### config.mk
export PLATFORM = sky130hd
export DESIGN_NAME = score_packer
export DESIGN_NICKNAME = d
export VERILOG_FILES = /design/src/rtl/score_packer.sv
export SDC_FILE = /design/constraint.sdc
export NUM_CORES = 1
export LEC_CHECK = 0
export CAP_MARGIN = 20
export CORE_MARGIN = 2
export CORE_UTILIZATION = 45
export DETAILED_ROUTE_END_ITERATION = 8
export PLACE_DENSITY = 0.77
export SYNTH_ARGS = -nofsm -noshare
export SYNTH_HDL_FRONTEND = slang
export SYNTH_SLANG_ARGS = --single-unit
### constraint.sdc
create_clock -name clk -period 20.8 [get_ports clk]
set_input_delay 6.24 -clock clk [delete_from_list [all_inputs] [get_ports clk]]
set_output_delay 6.24 -clock clk [all_outputs]
set_load 0.01 [all_outputs]
### src/rtl/score_packer.sv
// Packs NUM_CLASSES serial class scores into one wide frame for the argmax stage.
// Holds the frame, with a NaN summary flag, until downstream takes it.
module score_packer #(
  parameter int DATA_WIDTH  = 32,
  parameter int NUM_CLASSES = 10
) (
  input  logic                              clk,
  input  logic                              reset,
  input  logic                              in_valid,
  input  logic [DATA_WIDTH-1:0]             in_data,
  output logic                              in_ready,
  input  logic                              flush,
  output logic                              out_valid,
  input  logic                              out_ready,
  output logic [DATA_WIDTH*NUM_CLASSES-1:0] n,
  output logic                              nan_flag,
  output logic [3:0]                        count,
  output logic                              state_dbg
);

  // Handshake: a word moves on a rising edge where in_valid && in_ready; a frame
  // moves on a rising edge where out_valid && out_ready. in_ready/out_valid are
  // decoded from the state register only, never from in_valid or out_ready.
  typedef enum logic {
    COLLECT = 1'b0,
    HOLD    = 1'b1
  } state_t;

  localparam logic [3:0] LAST = 4'(NUM_CLASSES - 1);

  state_t state, state_next;
  logic   accept;
  logic   last;
  logic   in_nan;

  assign in_ready  = (state == COLLECT);
  assign out_valid = (state == HOLD);
  assign state_dbg = state;

  // flush wins over a simultaneous in_valid, so the flushed-cycle word is dropped.
  assign accept = in_ready && in_valid && !flush;
  assign last   = accept && (count == LAST);
  assign in_nan = (in_data[30:23] == 8'hFF) && (in_data[22:0] != 23'd0);

  always_comb begin
    state_next = state;
    case (state)
      COLLECT: if (last)      state_next = HOLD;
      HOLD:    if (out_ready) state_next = COLLECT;
      default:                state_next = COLLECT;
    endcase
  end

  always_ff @(posedge clk or posedge reset) begin
    if (reset) state <= COLLECT;
    else       state <= state_next;
  end

  always_ff @(posedge clk or posedge reset) begin
    if (reset) begin
      count    <= 4'd0;
      n        <= '0;
      nan_flag <= 1'b0;
    end else if (in_ready && flush) begin
      count    <= 4'd0;
      nan_flag <= 1'b0;
    end else if (accept) begin
      count    <= last ? 4'd0 : count + 4'd1;
      nan_flag <= (count == 4'd0) ? in_nan : (nan_flag | in_nan);
      // Class 0 lands in the MSBs; stale words from a flushed frame get overwritten.
      for (int i = 0; i < NUM_CLASSES; i++) begin
        if (count == 4'(i)) n[DATA_WIDTH*(NUM_CLASSES-1-i) +: DATA_WIDTH] <= in_data;
      end
    end
  end

endmodule

==> results of run 1 <==
==> cells in the final DEF, fill, tap and decap left out <==
| cell | synthesis | routed |
|---|---|---|
| clkdlybuf4s50_1 | 0 | 364 |
| nand2_2 | 0 | 3 |
| nor3_2 | 1 | 1 |
| inv_8 | 0 | 1 |
| buf_16 | 0 | 1 |
| inv_1 | 6 | 5 |
| mux2_4 | 8 | 8 |
| o22ai_1 | 1 | 1 |
| nor4_1 | 5 | 5 |
| nor2_1 | 2 | 2 |
| nor3b_1 | 1 | 1 |
| nand2_1 | 8 | 5 |
| or3b_4 | 1 | 1 |
| clkinv_2 | 0 | 3 |
| buf_4 | 1 | 2 |
| clkbuf_1 | 40 | 12 |
| buf_12 | 0 | 1 |
| o21ai_0 | 6 | 6 |
| dfrtp_1 | 326 | 326 |
| ha_1 | 4 | 4 |
| nand3_1 | 4 | 3 |
| mux2_2 | 312 | 312 |
| clkbuf_16 | 0 | 37 |
| nand4b_1 | 1 | 1 |
| and2_1 | 1 | 1 |
| nor3_1 | 2 | 2 |
| clkinvlp_4 | 0 | 1 |
| clkbuf_8 | 0 | 8 |
| mux2i_1 | 1 | 1 |
| nand2_4 | 4 | 4 |
| nor3_4 | 1 | 1 |
| nand3_2 | 1 | 2 |
| o311ai_0 | 1 | 1 |
| nand4_1 | 5 | 5 |
| inv_6 | 0 | 2 |
| bufinv_16 | 0 | 1 |
| nor2b_1 | 1 | 1 |
==> routing by layer <==
layer	vias up	wire length, um	track usage, %
met5	-	0	0
met4	0	950	7.51
met3	61	3000	7.54
met2	309	16300	38.1
met1	4046	13900	29.2
li1	3372	-	-
==> worst max path at each step <==
stage	from	endpoint	slack (ns)	depth (start not counted)
after global placement	in_valid	n[44]	11.87	4
after floorplan	reset	count[0]	5.53	1
after CTS	in_valid	n[40]	12.30	4
final	in_valid	n[242]	12.44	5
after global routing	in_valid	n[290]	12.23	5
after detailed placement	in_valid	n[50]	11.77	4
==> worst max-delay path, delay by kind of cell <==
family / cells / cell delay, ns
and+or+nand+nor: 3 / 1.40
muxes: 1 / 0.54
buffers and inverters: 1 / 0.54
==> registers in the layout (all words and copies together), names as in the netlist <==
register	cells
out_valid	1
count	4
n	320
nan_flag	1
==> cell families after synthesis <==
| kind of cell | Yosys count | synth area share, % |
|---|---|---|
| AO/OA/AOI/OAI | 8 | 0.360 |
| adder cells (fa/ha/maj) | 4 | 0.400 |
| buffers and inverters | 69 | 2.91 |
| flip-flops | 326 | 65.2 |
| multiplexers | 321 | 29.1 |
| AND/OR/NAND/NOR | 38 | 2.01 |
==> report_power, final <==
part           internal, mW  switching, mW  total (mW)
registers             0.733         0.0530       0.786
clock network         0.369          0.245       0.615
logic                 0.244          0.161       0.404
==> through the flow <==
stage	area, um2	hold WS, ns	setup WS, ns	power [mW]	util [%]
after CTS	17500	0.505	12.30	1.82	63.5
after global placement	16300	0.487	11.87	1.19	59.3
after detailed placement	16300	0.492	11.77	1.20	59.3
after floorplan	12500	0.526	5.53	0.947	-
final	17500	0.501	12.44	1.80	63.6
after global routing	17500	0.511	12.23	1.88	63.6
==> cell type report <==
cell class / count / area [um2]
Inverter: 6 / 30.0
Timing Repair Buffer: 368 / 3710
Clock buffer: 57 / 1080
Tap cell: 378 / 473
Fill cell: 2049 / 10000
Multi-Input combinational cell: 371 / 4000
Clock inverter: 7 / 70.1
Sequential cell: 326 / 8160
==> flow_summary.json, run 1 <==
{
  "antenna_found_initial": 0,
  "syn-mean-instance-area_um2": 16.3,
  "cts_buffers": 36,
  "critPathCaptureType": "register",
  "cts.clk_slew.worst_paths_ns": 0.06,
  "cts_max_path_buffers": 3,
  "peakVddDrop_v": 0.0000757,
  "cts.sinks": 326,
  "grt_max_degree": 190,
  "cp-start-kind": "input port",
  "die_area_um2": 29200,
  "layout.nets": 1150,
  "cts_root_buf": "clkbuf_16",
  "antenna_cells": 0,
  "core-area_um2": 27600,
  "min_period_over_period_pct": 40.2,
  "clk_latency_ns": 0.51,
  "power_density_nw_per_um2": 103,
  "via_per_inst": 5.15,
  "die_height_um": 171,
  "crit_required_ns": 21.19,
  "routed_wl_mm": 34.2,
  "ys_seq_area_share_pct": 65.2,
  "grt_pass1_wl_mm": 50.6,
  "status": "finished clean",
  "drv_cap": 0,
  "synth_common_cells": "326 x dfrtp_1, 312 x mux2_2, 40 x clkbuf_1",
  "area_growth_pct": 40.0,
  "path_cells": "clkdlybuf4s50_1, or3b_4, nor3_2, nand2_2, mux2_2",
  "die_w_um": 171,
  "hold_class": "register to register",
  "min_to": "n[268]",
  "yosys_warnings": 0,
  "syn-num-nets": 807,
  "slew_headroom_pct": 18.1,
  "synthFlopType": "dfrtp_1",
  "dpl.hpwl_mm": 21.6,
  "worst_slew_pin_slew_ns": 1.23,
  "regToRegStartpoint": "out_valid",
  "drive_above_1_share_pct": 34.3,
  "synth_top_area_share_pct": 65.2,
  "final_max_slew_viol_count": 0,
  "drc": 0,
  "min-delay-start": "n[268]",
  "ys_async_sr_fraction_pct": 100,
  "yosysMostFrequentCell": "dfrtp_1",
  "synth.cell_area_um2": 12500,
  "grt_pass1_vias": 8151,
  "rsz0062_at_grt": "false",
  "cts_tree": "done",
  "synth-edff-count": 0,
  "finalSetupViolCount": 0,
  "synth_seq_cells": 326,
  "period_needed_ns": 8.36,
  "drt-initial-drc-count": 356,
  "postSynthCellCount": 766,
  "port_buffers": 364,
  "hold_buffers": 0,
  "grt_remaining_overflow": 0,
  "power_leakage_nw": 8.21,
  "via_count": 7788,
  "start_util_pct": 45.4,
  "antenna_left": 0,
  "worstSetupPathType": "input port to register",
  "critical-path-max-stage-delay_ns": 0.69,
  "cts_setup_buffers": 0,
  "hold_viol_final": 0,
  "rrSetupSlack_ns": 18.20,
  "fmax_ghz": 0.120,
  "whs_path_depth": 1,
  "crit_fanout": 32,
  "cts_resized": 0,
  "critPathSlowestCell": "nand2_2",
  "final_cells": 1513,
  "synth_top_cell_by_area": "dfrtp_1",
  "ys_types": 29,
  "first_pass_iters": 4,
  "skew_ns": 0.0198,
  "grt_usage_pct": 23.2,
  "dp_cells": 1448,
  "reg2reg_to": "n[242]",
  "h-tree-depth": 2,
  "synthTopCellsByArea": "dfrtp_1 65%, mux2_2 28%, clkbuf_1 1.2%",
  "cp_data_arrival_time_ns": 8.75,
  "ios": 365,
  "tns_ns": 0,
  "gp_congestion": 0.781,
  "r2r_cells": 4,
  "rows": 61,
  "avgRoutedWirePerCell_um": 22.6
}
Power figures use the tool's default switching activity.
==> run 2, diff against run 1 <==
==> constraint.sdc (replaced) <==
create_clock -name clk -period 8.2 [get_ports clk]
set_input_delay 2.46 -clock clk [delete_from_list [all_inputs] [get_ports clk]]
set_output_delay 2.46 -clock clk [all_outputs]
set_load 0.01 [all_outputs]
==> run 2 against run 1 <==
  * Setup slack worse by 8.8 ns
  * Sequential power rose to 2.5 times the previous value
  * Via count down 0.39%
  * Largest cell class unchanged
==> flow_summary.json, run 2 (synthesis results as in run 1) <==
{
  "grt_max_degree": 160,
  "largest_reg_flops": 320,
  "port_buffers": 364,
  "core-area_um2": 27600,
  "fin_util_pct": 63.7,
  "endpoint": "n[54]",
  "h-tree-depth": 2,
  "die_area_um2": 29200,
  "fmax_ghz": 0.218,
  "reg2reg_to": "n[54]",
  "tns_ns": 0,
  "startpoint": "in_valid",
  "antenna_found_initial": 0,
  "gp_congestion": 0.819,
  "dpl.hpwl_mm": 21.7,
  "hold_viol_final": 0,
  "crit_fanout": 32,
  "r2r_cells": 3,
  "first_pass_iters": 4,
  "layout_common_cells": "364 x clkdlybuf4s50_1, 326 x dfrtp_1, 312 x mux2_2",
  "rows": 61,
  "cts_buffers": 35,
  "grt_usage_pct": 23.4,
  "critPathCaptureType": "register",
  "avgRoutedWirePerCell_um": 22.8,
  "drv_cap": 0,
  "area_growth_pct": 40.3,
  "antenna_cells": 0,
  "p_total_mw": 4.59,
  "final_max_slew_viol_count": 0,
  "worst_slew_pin_slew_ns": 1.07,
  "power_leakage_nw": 8.22,
  "power_density_nw_per_um2": 261,
  "finalSetupViolCount": 0,
  "grt_pass1_wl_mm": 51.0,
  "clk_latency_ns": 0.51,
  "cts_max_path_buffers": 3,
  "final_cells": 1513,
  "critical_path_cell_count": 4,
  "critPathSlowestCell": "nand3_2",
  "die_height_um": 171,
  "cts_root_buf": "clkbuf_16",
  "period_needed_ns": 4.59,
  "antenna_left": 0,
  "grt_remaining_overflow": 0,
  "final.setup.worst_slack_ns": 3.61,
  "crit_buf_inv": 1,
  "critical-path-max-stage-delay_ns": 0.89,
  "grt_pass1_vias": 8041,
  "num-fill-cells": 2017,
  "worstSetupPathType": "input port to register",
  "cp_data_arrival_time_ns": 4.96,
  "die_w_um": 171,
  "skew_ns": 0.0207,
  "hold_class": "register to register",
  "slew_headroom_pct": 28.5,
  "cts_setup_buffers": 0,
  "path_cells": "clkdlybuf4s50_1, nor3b_1, nand3_2, mux2_2",
  "crit_required_ns": 8.57,
  "drive_above_1_share_pct": 34.6,
  "cp-start-kind": "input port",
  "drt-initial-drc-count": 346,
  "rsz0062_at_grt": "false",
  "layout_commonest_cell": "clkdlybuf4s50_1",
  "via_count": 7758,
  "regToRegStartpoint": "out_valid",
  "ios": 365,
  "dp_slack_ns": 2.99,
  "regMostFlops": "n",
  "start_util_pct": 45.4,
  "cts_resized": 0,
  "via_per_inst": 5.13,
  "rrSetupSlack_ns": 5.60,
  "status": "finished clean",
  "peakVddDrop_v": 0.000260,
  "cts_tree": "done",
  "drc": 0,
  "cts.sinks": 326,
  "hold_buffers": 0,
  "min_period_over_period_pct": 56.0,
  "reg.largest.list": "n (320), count (4)",
  "dp_cells": 1448,
  "crit_family": "simple AND/OR/NAND/NOR gates",
  "routed_wl_mm": 34.6,
  "layout.nets": 1150,
  "cts.clk_slew.worst_paths_ns": 0.06
}
-- run 2: cell count changes in the layout (fill, tap and decap cells not counted), sizes merged --
cell and change:
buf +1, clkbuf -4, clkinvlp +2, bufinv +1
-- run 2: worst min-delay path by stage --
stage | start | endpoint | cells past startpoint
after detailed placement | nan_flag | nan_flag | 2
after global placement | nan_flag | nan_flag | 2
after global routing | nan_flag | nan_flag | 2
after CTS | nan_flag | nan_flag | 2
after floorplan | nan_flag | nan_flag | 2
final | nan_flag | nan_flag | 2
-- run 2: routing by layer --
| metal | share of wire (%) | track usage (%) | wire, um |
|---|---|---|---|
| met4 | 2.3 | 6.39 | 803 |
| met3 | 8.6 | 7.59 | 2960 |
| met2 | 48 | 38.9 | 16700 |
| met5 | 0 | 0 | 0 |
| met1 | 41 | 29.6 | 14100 |
-- run 2: final cells by class --
cell class	count	area [um2]	share of cell area, %
Clock buffer	53	1040	5.94
Clock inverter	10	116	0.663
Inverter	6	26.3	0.150
Multi-Input combinational cell	371	4000	22.8
Sequential cell	326	8160	46.5
Tap cell	378	473	2.69
Timing Repair Buffer	369	3740	21.3
-- run 2: metrics by stage --
stage | hold WS [ns] | area (um2)
after floorplan | 0.526 | 12500
after global placement | 0.478 | 16400
after detailed placement | 0.476 | 16400
after CTS | 0.490 | 17500
after global routing | 0.512 | 17600
final | 0.487 | 17600
-- run 2: worst register-to-register path, stage by stage (launching register included) --
cell     delay, ns
dfrtp_1       0.47
nor3b_1       0.51
nand3_2       0.89
mux2_2        0.60
-- run 2: power by group --
| part | internal (mW) | total (mW) | switching, mW |
|---|---|---|---|
| clock network | 0.946 | 1.58 | 0.632 |
| registers | 1.86 | 1.99 | 0.129 |
| logic | 0.620 | 1.02 | 0.405 |
